File: src/rtl/hazard_stall_ctrl.sv
// Load-use and MULT/DIV interlock for the ID stage, with a stall-cycle counter.
// Ports: clk, reset; ID/EXE hazard inputs; exc_flush; stall, md status, stall_count outputs.
module hazard_stall_ctrl #(
  parameter int MD_LATENCY = 32,
  parameter int CNT_W      = 6
) (
  input  logic        clk,
  input  logic        reset,
  input  logic [4:0]  id_rs_addr,
  input  logic [4:0]  id_rt_addr,
  input  logic        id_use_rs,
  input  logic        id_use_rt,
  input  logic        id_use_hilo,
  input  logic        id_md_start,
  input  logic        exe_is_wb,
  input  logic [4:0]  exe_rd,
  input  logic [1:0]  exe_wdata_sel,
  input  logic        exc_flush,
  output logic        pc_stall,
  output logic        if_id_stall,
  output logic        id_exe_bubble,
  output logic        md_busy,
  output logic        md_done,
  output logic [31:0] stall_count
);

  localparam logic [0:0] RUN     = 1'b0;
  localparam logic [0:0] MD_BUSY = 1'b1;

  localparam logic [CNT_W-1:0] LAT_M1 = CNT_W'(MD_LATENCY - 1);

  logic [0:0]       state;
  logic [CNT_W-1:0] cnt;
  logic             load_haz;
  logic             md_haz;
  logic             stall;
  logic             rs_hit;
  logic             rt_hit;

  assign rs_hit = id_use_rs && (id_rs_addr == exe_rd);
  assign rt_hit = id_use_rt && (id_rt_addr == exe_rd);

  // A load in EXE has no data until MEM; $0 never carries a real value.
  assign load_haz = exe_is_wb && (exe_wdata_sel == 2'b00) &&
                    (exe_rd != 5'd0) && (rs_hit || rt_hit);

  assign md_haz = (state == MD_BUSY) && (id_use_hilo || id_md_start);

  assign stall = !reset && !exc_flush && (load_haz || md_haz);

  assign pc_stall      = stall;
  assign if_id_stall   = stall;
  assign id_exe_bubble = stall;
  assign md_busy       = (state == MD_BUSY);

  // cnt counts MD_LATENCY-1 down to 0 so busy spans exactly MD_LATENCY cycles.
  always_ff @(posedge clk) begin
    if (reset) begin
      state       <= RUN;
      cnt         <= '0;
      md_done     <= 1'b0;
      stall_count <= '0;
    end else begin
      md_done <= 1'b0;
      if (stall) begin
        stall_count <= stall_count + 32'd1;
      end
      if (exc_flush) begin
        state <= RUN;
        cnt   <= '0;
      end else begin
        unique case (1'b1)
          (state == RUN): begin
            if (id_md_start && !stall) begin
              state <= MD_BUSY;
              cnt   <= LAT_M1;
            end
          end
          (state == MD_BUSY): begin
            if (cnt == '0) begin
              state   <= RUN;
              md_done <= 1'b1;
            end else begin
              cnt <= cnt - 1'b1;
            end
          end
          default: state <= RUN;
        endcase
      end
    end
  end

endmodule

File: config.mk
export PLATFORM = sky130hd
export DESIGN_NAME = hazard_stall_ctrl
export DESIGN_NICKNAME = d
export VERILOG_FILES = /design/src/rtl/hazard_stall_ctrl.sv
export SDC_FILE = /design/constraint.sdc
export NUM_CORES = 1
export LEC_CHECK = 0
export ABC_AREA = 1
export CORE_MARGIN = 8
export CORE_UTILIZATION = 54
export CTS_CLUSTER_DIAMETER = 80
export CTS_CLUSTER_SIZE = 24
export DETAILED_ROUTE_END_ITERATION = 12
export PLACE_DENSITY_LB_ADDON = 0.1
export SYNTH_ARGS = -nofsm -noshare
export SYNTH_HDL_FRONTEND = slang
export SYNTH_SLANG_ARGS = --single-unit
File: constraint.sdc
create_clock -name clk -period 6.6 [get_ports clk]
set_input_delay 1.98 -clock clk [delete_from_list [all_inputs] [get_ports clk]]
set_output_delay 1.98 -clock clk [all_outputs]
set_load 0.01 [all_outputs]
==> run summary, run 1 <==
Max VDD drop -> 0.0982 mV
Outcome -> complete, no violations
Yosys cell types -> 26
P_int -> 393 µW
Worst Hold End -> stall_count[30]
Period utilisation layout -> 85.5%
Leakage Power -> 0.00129 µW
Logic gate share of total power -> 10.7%
Beginning of the worst register-to-register path -> md_busy
Maxcap violations -> 0
DP Worst Slack -> 0.938 ns
Hold Worst Slack -> 0.507 ns
Clk_lat worst skew -> 0.30 ns
Post-CTS Setup Bufs -> 0
Critical Path Start Type -> input port
Cell mode on critical path -> clkdlybuf4s50_1
IO Port Bufs -> 61
Sw Ratio -> 23.7%
Yosys warnings -> 0
Layout cells sized above 1 -> 6.54%
Syn Nets -> 443
GRT Residual Overflow -> 0
Hold Path Origin -> stall_count[30]
CTS clock-pin slew for the worst setup and hold paths -> 0.09 ns
TNS Setup -> 0 ns
Post-synthesis cell area -> 2600 µm²
Chip height -> 85.4 µm
GRT Total Usage -> 19.4%
Slowest stage delay, CP -> 0.56 ns
Finished Layout Cells -> 528
Mean Syn Cell Area -> 6.27 µm²
Final weighted congestion in routability-driven placement -> 0.939
Vias -> 2,713
Global-route wire length before repair -> 11.8 mm
Clock Sinks -> 40
Post-cts resize count -> 0
# setup viols final -> 0
Clock power share -> 41.5%
Slew HR -> 70.8%
Utilization after layout -> 71.0%
Post-route antenna net violation count -> 0
# hold bufs at CTS -> 0
Cell Pwr Density -> 155 nW/µm²
Worst r2r dst -> stall_count[12]
Data arrival, critical path -> 3.66 ns
Worst path cell trace -> clkdlybuf4s50_1, nor2_8, nand3_2, a31oi_1, nand2_1, nand2_2, clkdlybuf4s50_1
Residual DRC -> 0
Gate Count Post-Synth -> 415
Maximum number of pins on one net before global-route repair -> 40
TritonRoute pass-1 iters -> 5
DP Cell Count -> 520
Fmax -> 0.177 GHz
Min-Delay Path Class -> reg -> reg
CORE AREA -> 4690 µm²
DP Wirelength -> 5.18 mm
Vias in the first global route -> 2,648
Filler Cell Count -> 425
CTS tree -> built
Avg Vias per Cell -> 5.14
Final hold vios -> 0
DRT iter0 DRCs -> 180
Share of power burned in registers -> 47.9%
Antenna cells -> 0
P_sw -> 122 µW
Synthesized flop and latch total -> 40
RSZ-0062 raised after global routing -> false
Ports -> 62
Seq/Total Area, Yosys -> 30.8%
Final WL -> 6.76 mm
CTS Buffer Depth -> 2
Num rows -> 25
R2r worst-path depth -> 6
Clock Root Buffer -> clkbuf_8
Hold-critical path depth -> 2
Die ar. -> 7290 µm²
Die Span X -> 85.4 µm
Worst EP required -> 4.62 ns
Slew Limit Fails -> 0
Worst setup EP type -> primary output
Setup CP Type -> in -> out
Routed wire length per instance -> 12.8 µm
R2R setup slack -> 4.68 ns
TritonCTS Buffers -> 5
Area delta synth->final -> 28.1%
Fin crit period -> 5.64 ns
Starting density of the core -> 55.4%
Worst Path Max Fanout -> 10
Slowest cell on the critical path -> clkdlybuf4s50_1
Fin Clk Skew -> 0.0119 ns
H-tree depth -> 2
Slew @ Worst Pin -> 0.438 ns
Initial antenna violation count -> 0
Post-route setup slack -> 0.960 ns
NumNets Final -> 501
-- cells by family after synthesis --
group / count (synthesis) / share of synthesized area, %
buf+inv: 54 / 9.28
fa+ha+maj: 3 / 1.44
xor+xnor: 25 / 8.42
compound gates: 42 / 9.38
flops: 40 / 30.8
simple gates: 251 / 40.7
-- cells in the mapped netlist --
library cell  instances  area share [%]
buf_2                 4            0.77
dfxtp_1              40              31
ha_1                  3             1.4
xnor2_1               6             2.0
buf_6                 2            0.87
nand3_2               1            0.38
buf_8                 1            0.58
a21oi_1              26             5.0
inv_1                41             5.9
a31oi_1               1            0.24
xor2_1               19             6.4
nor2_1               54             7.8
o21ai_0               6             1.2
nor3_1               19             3.7
nand3b_1              2            0.58
nor2_8                1            0.77
nor2_2                1            0.24
a21oi_2               8             2.7
nand2_1             137              20
nand2_2               9             2.2
o211ai_1              1            0.29
nand4_1               3            0.72
inv_2                 1            0.14
clkbuf_1              3            0.43
nand3_1              24             4.6
buf_4                 2            0.58
-- critical path, delay by kind of cell --
family	cells	cell delay, ns
simple gates	4	0.49
buf+inv	2	1.05
compound gates	1	0.14
-- routing by layer --
| layer | up-vias | part of all wire, % | GRT usage [%] | wire length [µm] |
|---|---|---|---|---|
| li1 | 1417 | - | - | - |
| met1 | 1205 | 44 | 22.3 | 2980 |
| met2 | 83 | 48 | 34.1 | 3230 |
| met3 | 8 | 6.7 | 5.31 | 451 |
| met4 | 0 | 1.3 | 5.41 | 91 |
| met5 | - | 0 | 0 | 0 |
-- cell type report --
| type | instances | area, µm² | area share, % |
|---|---|---|---|
| Clock buffer | 6 | 82.6 | 2.48 |
| Clock inverter | 2 | 38.8 | 1.16 |
| Inverter | 42 | 158 | 4.73 |
| Multi-Input combinational cell | 321 | 1560 | 46.8 |
| Sequential cell | 40 | 801 | 24.0 |
| Tap cell | 54 | 67.6 | 2.03 |
| Timing Repair Buffer | 63 | 626 | 18.8 |
-- per-stage QoR --
| stage | power [µW] | area, µm² |
|---|---|---|
| 2_1_floorplan | 284 | 2600 |
| 3_3_place_gp | 306 | 3210 |
| 3_5_place_dp | 307 | 3210 |
| 4_1_cts | 521 | 3330 |
| 5_1_grt | 536 | 3330 |
| 6_report | 515 | 3330 |
-- cell usage in the layout (no fill, tap or decap), types with 2 or more instances in the layout --
| cell | instances |
|---|---|
| nand2_2 | 9 |
| nor3_1 | 19 |
| o21ai_0 | 6 |
| a21oi_1 | 26 |
| nand2_1 | 137 |
| nand3_1 | 24 |
| buf_4 | 2 |
| ha_1 | 3 |
| inv_1 | 41 |
| nor2_1 | 54 |
| a21oi_2 | 8 |
| dfxtp_1 | 40 |
| nand4_1 | 3 |
| nand3b_1 | 2 |
| xor2_1 | 19 |
| clkbuf_8 | 6 |
| xnor2_1 | 6 |
| clkdlybuf4s50_1 | 61 |
-- flip-flops by register name (all words and copies together) (netlist names) --
signal       count
cnt              6
md_busy          1
md_done          1
stall_count     32
-- how the worst max path moves through the flow --
stage	slack [ns]	start	to	depth (start not counted)
CTS	0.94	exc_flush	if_id_stall	7
finish	0.96	exc_flush	if_id_stall	7
global placement	0.96	exc_flush	if_id_stall	7
global route	0.82	exe_rd[4]	if_id_stall	10
detailed placement	0.94	exc_flush	if_id_stall	7
floorplan	1.62	reset	if_id_stall	9
-- power by group through the flow --
| stage | clock (µW) | combinational (µW) | sequential, µW |
|---|---|---|---|
| floorplan | 0 | 32.1 | 251 |
| global placement | 0 | 53.4 | 252 |
| detailed placement | 0 | 54.9 | 252 |
| CTS | 220 | 55.1 | 247 |
| global route | 227 | 62.2 | 247 |
| finish | 214 | 55.0 | 247 |
(Power assumes the default switching activity.)
==> inputs of run 2 (changes only) <==
--- a/config.mk
+++ b/config.mk
@@ -6,6 +6,7 @@
 export NUM_CORES = 1
 export LEC_CHECK = 0
 export ABC_AREA = 1
+export CAP_MARGIN = 20
 export CORE_MARGIN = 8
 export CORE_UTILIZATION = 54
 export CTS_CLUSTER_DIAMETER = 80
==> results of run 2 <==
No change in the layout: final DEF, timing and power equal those of run 1.
==> inputs of run 3 (changes only) <==
--- a/config.mk
+++ b/config.mk
@@ -8,10 +8,12 @@
 export ABC_AREA = 1
 export CAP_MARGIN = 20
 export CORE_MARGIN = 8
-export CORE_UTILIZATION = 54
+export CORE_UTILIZATION = 55
+export CTS_BUF_LIST = sky130_fd_sc_hd__clkbuf_4
 export CTS_CLUSTER_DIAMETER = 80
 export CTS_CLUSTER_SIZE = 24
 export DETAILED_ROUTE_END_ITERATION = 12
+export HOLD_SLACK_MARGIN = 0.06
 export PLACE_DENSITY_LB_ADDON = 0.1
 export SYNTH_ARGS = -nofsm -noshare
 export SYNTH_HDL_FRONTEND = slang
==> constraint.sdc (replaced) <==
create_clock -name clk -period 6.6 [get_ports clk]
set_input_delay 1.32 -clock clk [delete_from_list [all_inputs] [get_ports clk]]
set_output_delay 1.32 -clock clk [all_outputs]
set_load 0.01 [all_outputs]
==> run 3 against run 2 <==
Against the previous run:
- wire length decreased by 1.2%
- worst hold slack hardly changed
- maximum frequency up 19%
- core utilization is 0.55 points lower
- power decreased by 18%
- sequential share of layout area increased by 0.52 points
- first-iteration DRC count shrank 22%
- cell count did not move
- clock power shrank 44%
- register-to-register slack better by 0.03 ns
- global-route usage shrank 0.29 points
==> run summary, run 3 (synthesized netlist as in run 1, its figures left out) <==
Most frequent cells in the layout -> 137 x nand2_1, 61 x clkdlybuf4s50_1, 54 x nor2_1
TNS Setup -> 0 ns (unchanged)
Share of power burned in registers -> 58.6% (+11 points)
Outcome -> complete, no violations
NumNets Final -> 501 (unchanged)
Chip height -> 84.8 µm (-0.74%)
Slew Limit Fails -> 0 (unchanged)
Hold Worst Slack -> 0.506 ns (-0.000363 ns)
Layout cells sized above 1 -> 6.33% (-0.21 points)
Logic gate share of total power -> 13.0% (+2.3 points)
Most common cell after layout, fill and taps aside -> nand2_1
Maximum number of pins on one net before global-route repair -> 28 (-30%)
P_int -> 309 µW (-21%)
Final hold vios -> 0 (unchanged)
Antenna cells -> 0 (unchanged)
R2r worst-path depth -> 9 (+3)
Slew HR -> 70.0% (-0.80 points)
Period utilisation layout -> 72.0% (-14 points)
GRT Total Usage -> 19.1% (-0.29 points)
Clock Sinks -> 40 (unchanged)
Worst setup EP type -> primary output
DP Wirelength -> 5.27 mm (+1.8%)
IO Port Bufs -> 61 (unchanged)
Cell Pwr Density -> 129 nW/µm² (-16%)
Fin crit period -> 4.75 ns (-0.891 ns)
Critical path buffer and inverter count -> 3 (+1)
Area delta synth->final -> 25.4%
Critical Path Start -> reset
Worst path cell trace -> clkdlybuf4s50_1, buf_4, nor2_8, nand3_2, a31oi_1, nand2_1, nand2_2, clkdlybuf4s50_1
H-tree depth -> 2 (unchanged)
Final weighted congestion in routability-driven placement -> 0.898 (-4.3%)
Starting density of the core -> 56.2% (+0.75 points)
TritonRoute pass-1 iters -> 5 (unchanged)
Die Span X -> 84.8 µm (-0.74%)
Leakage Power -> 0.00126 µW (-2.2%)
GRT Residual Overflow -> 0 (unchanged)
Clk_lat worst skew -> 0.35 ns (+0.05 ns)
Ports -> 62 (unchanged)
P_sw -> 113 µW (-7.9%)
Clock Root Buffer -> clkbuf_4
Clock power share -> 28.4% (-13 points)
CTS clock-pin slew for the worst setup and hold paths -> 0.12 ns (+0.03 ns)
Hold Path Origin -> stall_count[30]
Slowest cell on the critical path -> clkdlybuf4s50_1
Maxcap violations -> 0 (unchanged)
Beginning of the worst register-to-register path -> stall_count[0]
Filler Cell Count -> 428 (+0.71%)
Final WL -> 6.68 mm (-1.2%)
Cell mode on critical path -> clkdlybuf4s50_1
TritonCTS Buffers -> 5 (unchanged)
Max VDD drop -> 0.107 mV (+8.6%)
Post-cts resize count -> 0 (unchanged)
CTS tree -> built
Worst Path Max Fanout -> 27 (+17)
Initial antenna violation count -> 0 (unchanged)
Critical Path Start Type -> input port
Post-route antenna net violation count -> 0 (unchanged)
Slowest stage delay, CP -> 0.62 ns (+0.06 ns)
Slew @ Worst Pin -> 0.450 ns (+0.0120 ns)
Delay-heaviest family, CP -> buffers and inverters
Critical path depth -> 8 (+1)
Die ar. -> 7190 µm² (-1.5%)
Fin Clk Skew -> 0.00421 ns (-0.00768 ns)
Routed wire length per instance -> 12.6 µm (-1.2%)
Sw Ratio -> 26.7% (+3.0 points)
Min-Delay Path Class -> reg -> reg
CTS Buffer Depth -> 2 (unchanged)
Avg Vias per Cell -> 5.14 (unchanged)
Placed instance area -> 3210 µm² (unchanged)
Setup CP Type -> in -> out
Worst r2r dst -> stall_count[26]
Num rows -> 25 (unchanged)
Top flop regs -> stall_count: 32 flops, cnt: 6 flops
Global-route wire length before repair -> 11.4 mm (-2.6%)
Max reg flops -> 32 (unchanged)
Biggest register -> stall_count
Utilization after layout -> 70.5% (-0.55 points)
Post-CTS Setup Bufs -> 0 (unchanged)
DRT iter0 DRCs -> 141 (-22%)
Residual DRC -> 0 (unchanged)
Fmax -> 0.211 GHz (+19%)
CORE AREA -> 4630 µm² (-1.3%)
Fin area -> 3260 µm² (-2.1%)
CP Capture Point -> if_id_stall
Data arrival, critical path -> 3.43 ns (-0.23 ns)
Worst EP required -> 5.28 ns (+0.66 ns)
Vias -> 2,713 (unchanged)
Vias in the first global route -> 2,698 (+1.9%)
RSZ-0062 raised after global routing -> false
R2R setup slack -> 4.71 ns (+0.03 ns)
# setup viols final -> 0 (unchanged)
# hold bufs at CTS -> 0 (unchanged)
-- run 3: changes by cell type in the layout (fill, tap and decap cells not counted), sizes merged --
cell    previous run  this run
bufinv             1         0
clkinv             1         3
clkbuf             6         5
-- run 3: worst register-to-register path, cell delays in order (launching register included) --
cell and delay (ns):
dfxtp_1 0.47, ha_1 0.24, inv_1 0.08, nor2_2 0.20, nand2_1 0.17, nor2_1 0.22, nand2_1 0.13, xor2_1 0.15
nand2_1 0.06, a21oi_1 0.06
-- run 3: worst min-delay path by stage --
| stage | to | slack [ns] | cells past startpoint |
|---|---|---|---|
| global placement | stall_count[30] | 0.48 | 2 |
| global route | stall_count[26] | 0.54 | 2 |
| floorplan | cnt[3] | 0.48 | 2 |
| detailed placement | stall_count[30] | 0.49 | 2 |
| CTS | stall_count[30] | 0.51 | 2 |
| finish | stall_count[30] | 0.51 | 2 |
-- run 3: per-stage QoR --
stage / total power (µW) / worst slack [ns] / cells
after floorplan: 284 / 2.94 / 415
after global placement: 305 / 1.85 / 520
after detailed placement: 307 / 1.82 / 520
after CTS: 425 / 1.83 / 528
after global routing: 443 / 1.68 / 528
final: 422 / 1.85 / 528
-- run 3: area by class of cell --
class	instances	area, µm²	share of cell area, %
sequential	40	801	24.5
inverter	42	158	4.83
multi-input combinational	321	1560	47.8
timing repair buffer	63	626	19.2
clock buffer	5	37.5	1.15
tap	54	67.6	2.07
clock inverter	3	13.8	0.422
-- run 3: power by group through the flow --
stage | Clock (µW) | Combinational [µW] | Sequential (µW)
final | 120 | 54.9 | 247
after global routing | 133 | 62.3 | 247
after CTS | 123 | 55.0 | 247
after detailed placement | 0 | 54.8 | 252
after global placement | 0 | 53.2 | 252
after floorplan | 0 | 32.1 | 251
-- run 3: per-layer routing --
layer	routed length [µm]	track usage, %	vias to the layer above	part of all wire, %
li1	-	-	1424	-
met1	2800	20.5	1200	42
met2	3330	34.5	74	50
met3	433	5.17	15	6.5
met4	116	7.77	0	1.7
met5	0	0	-	0
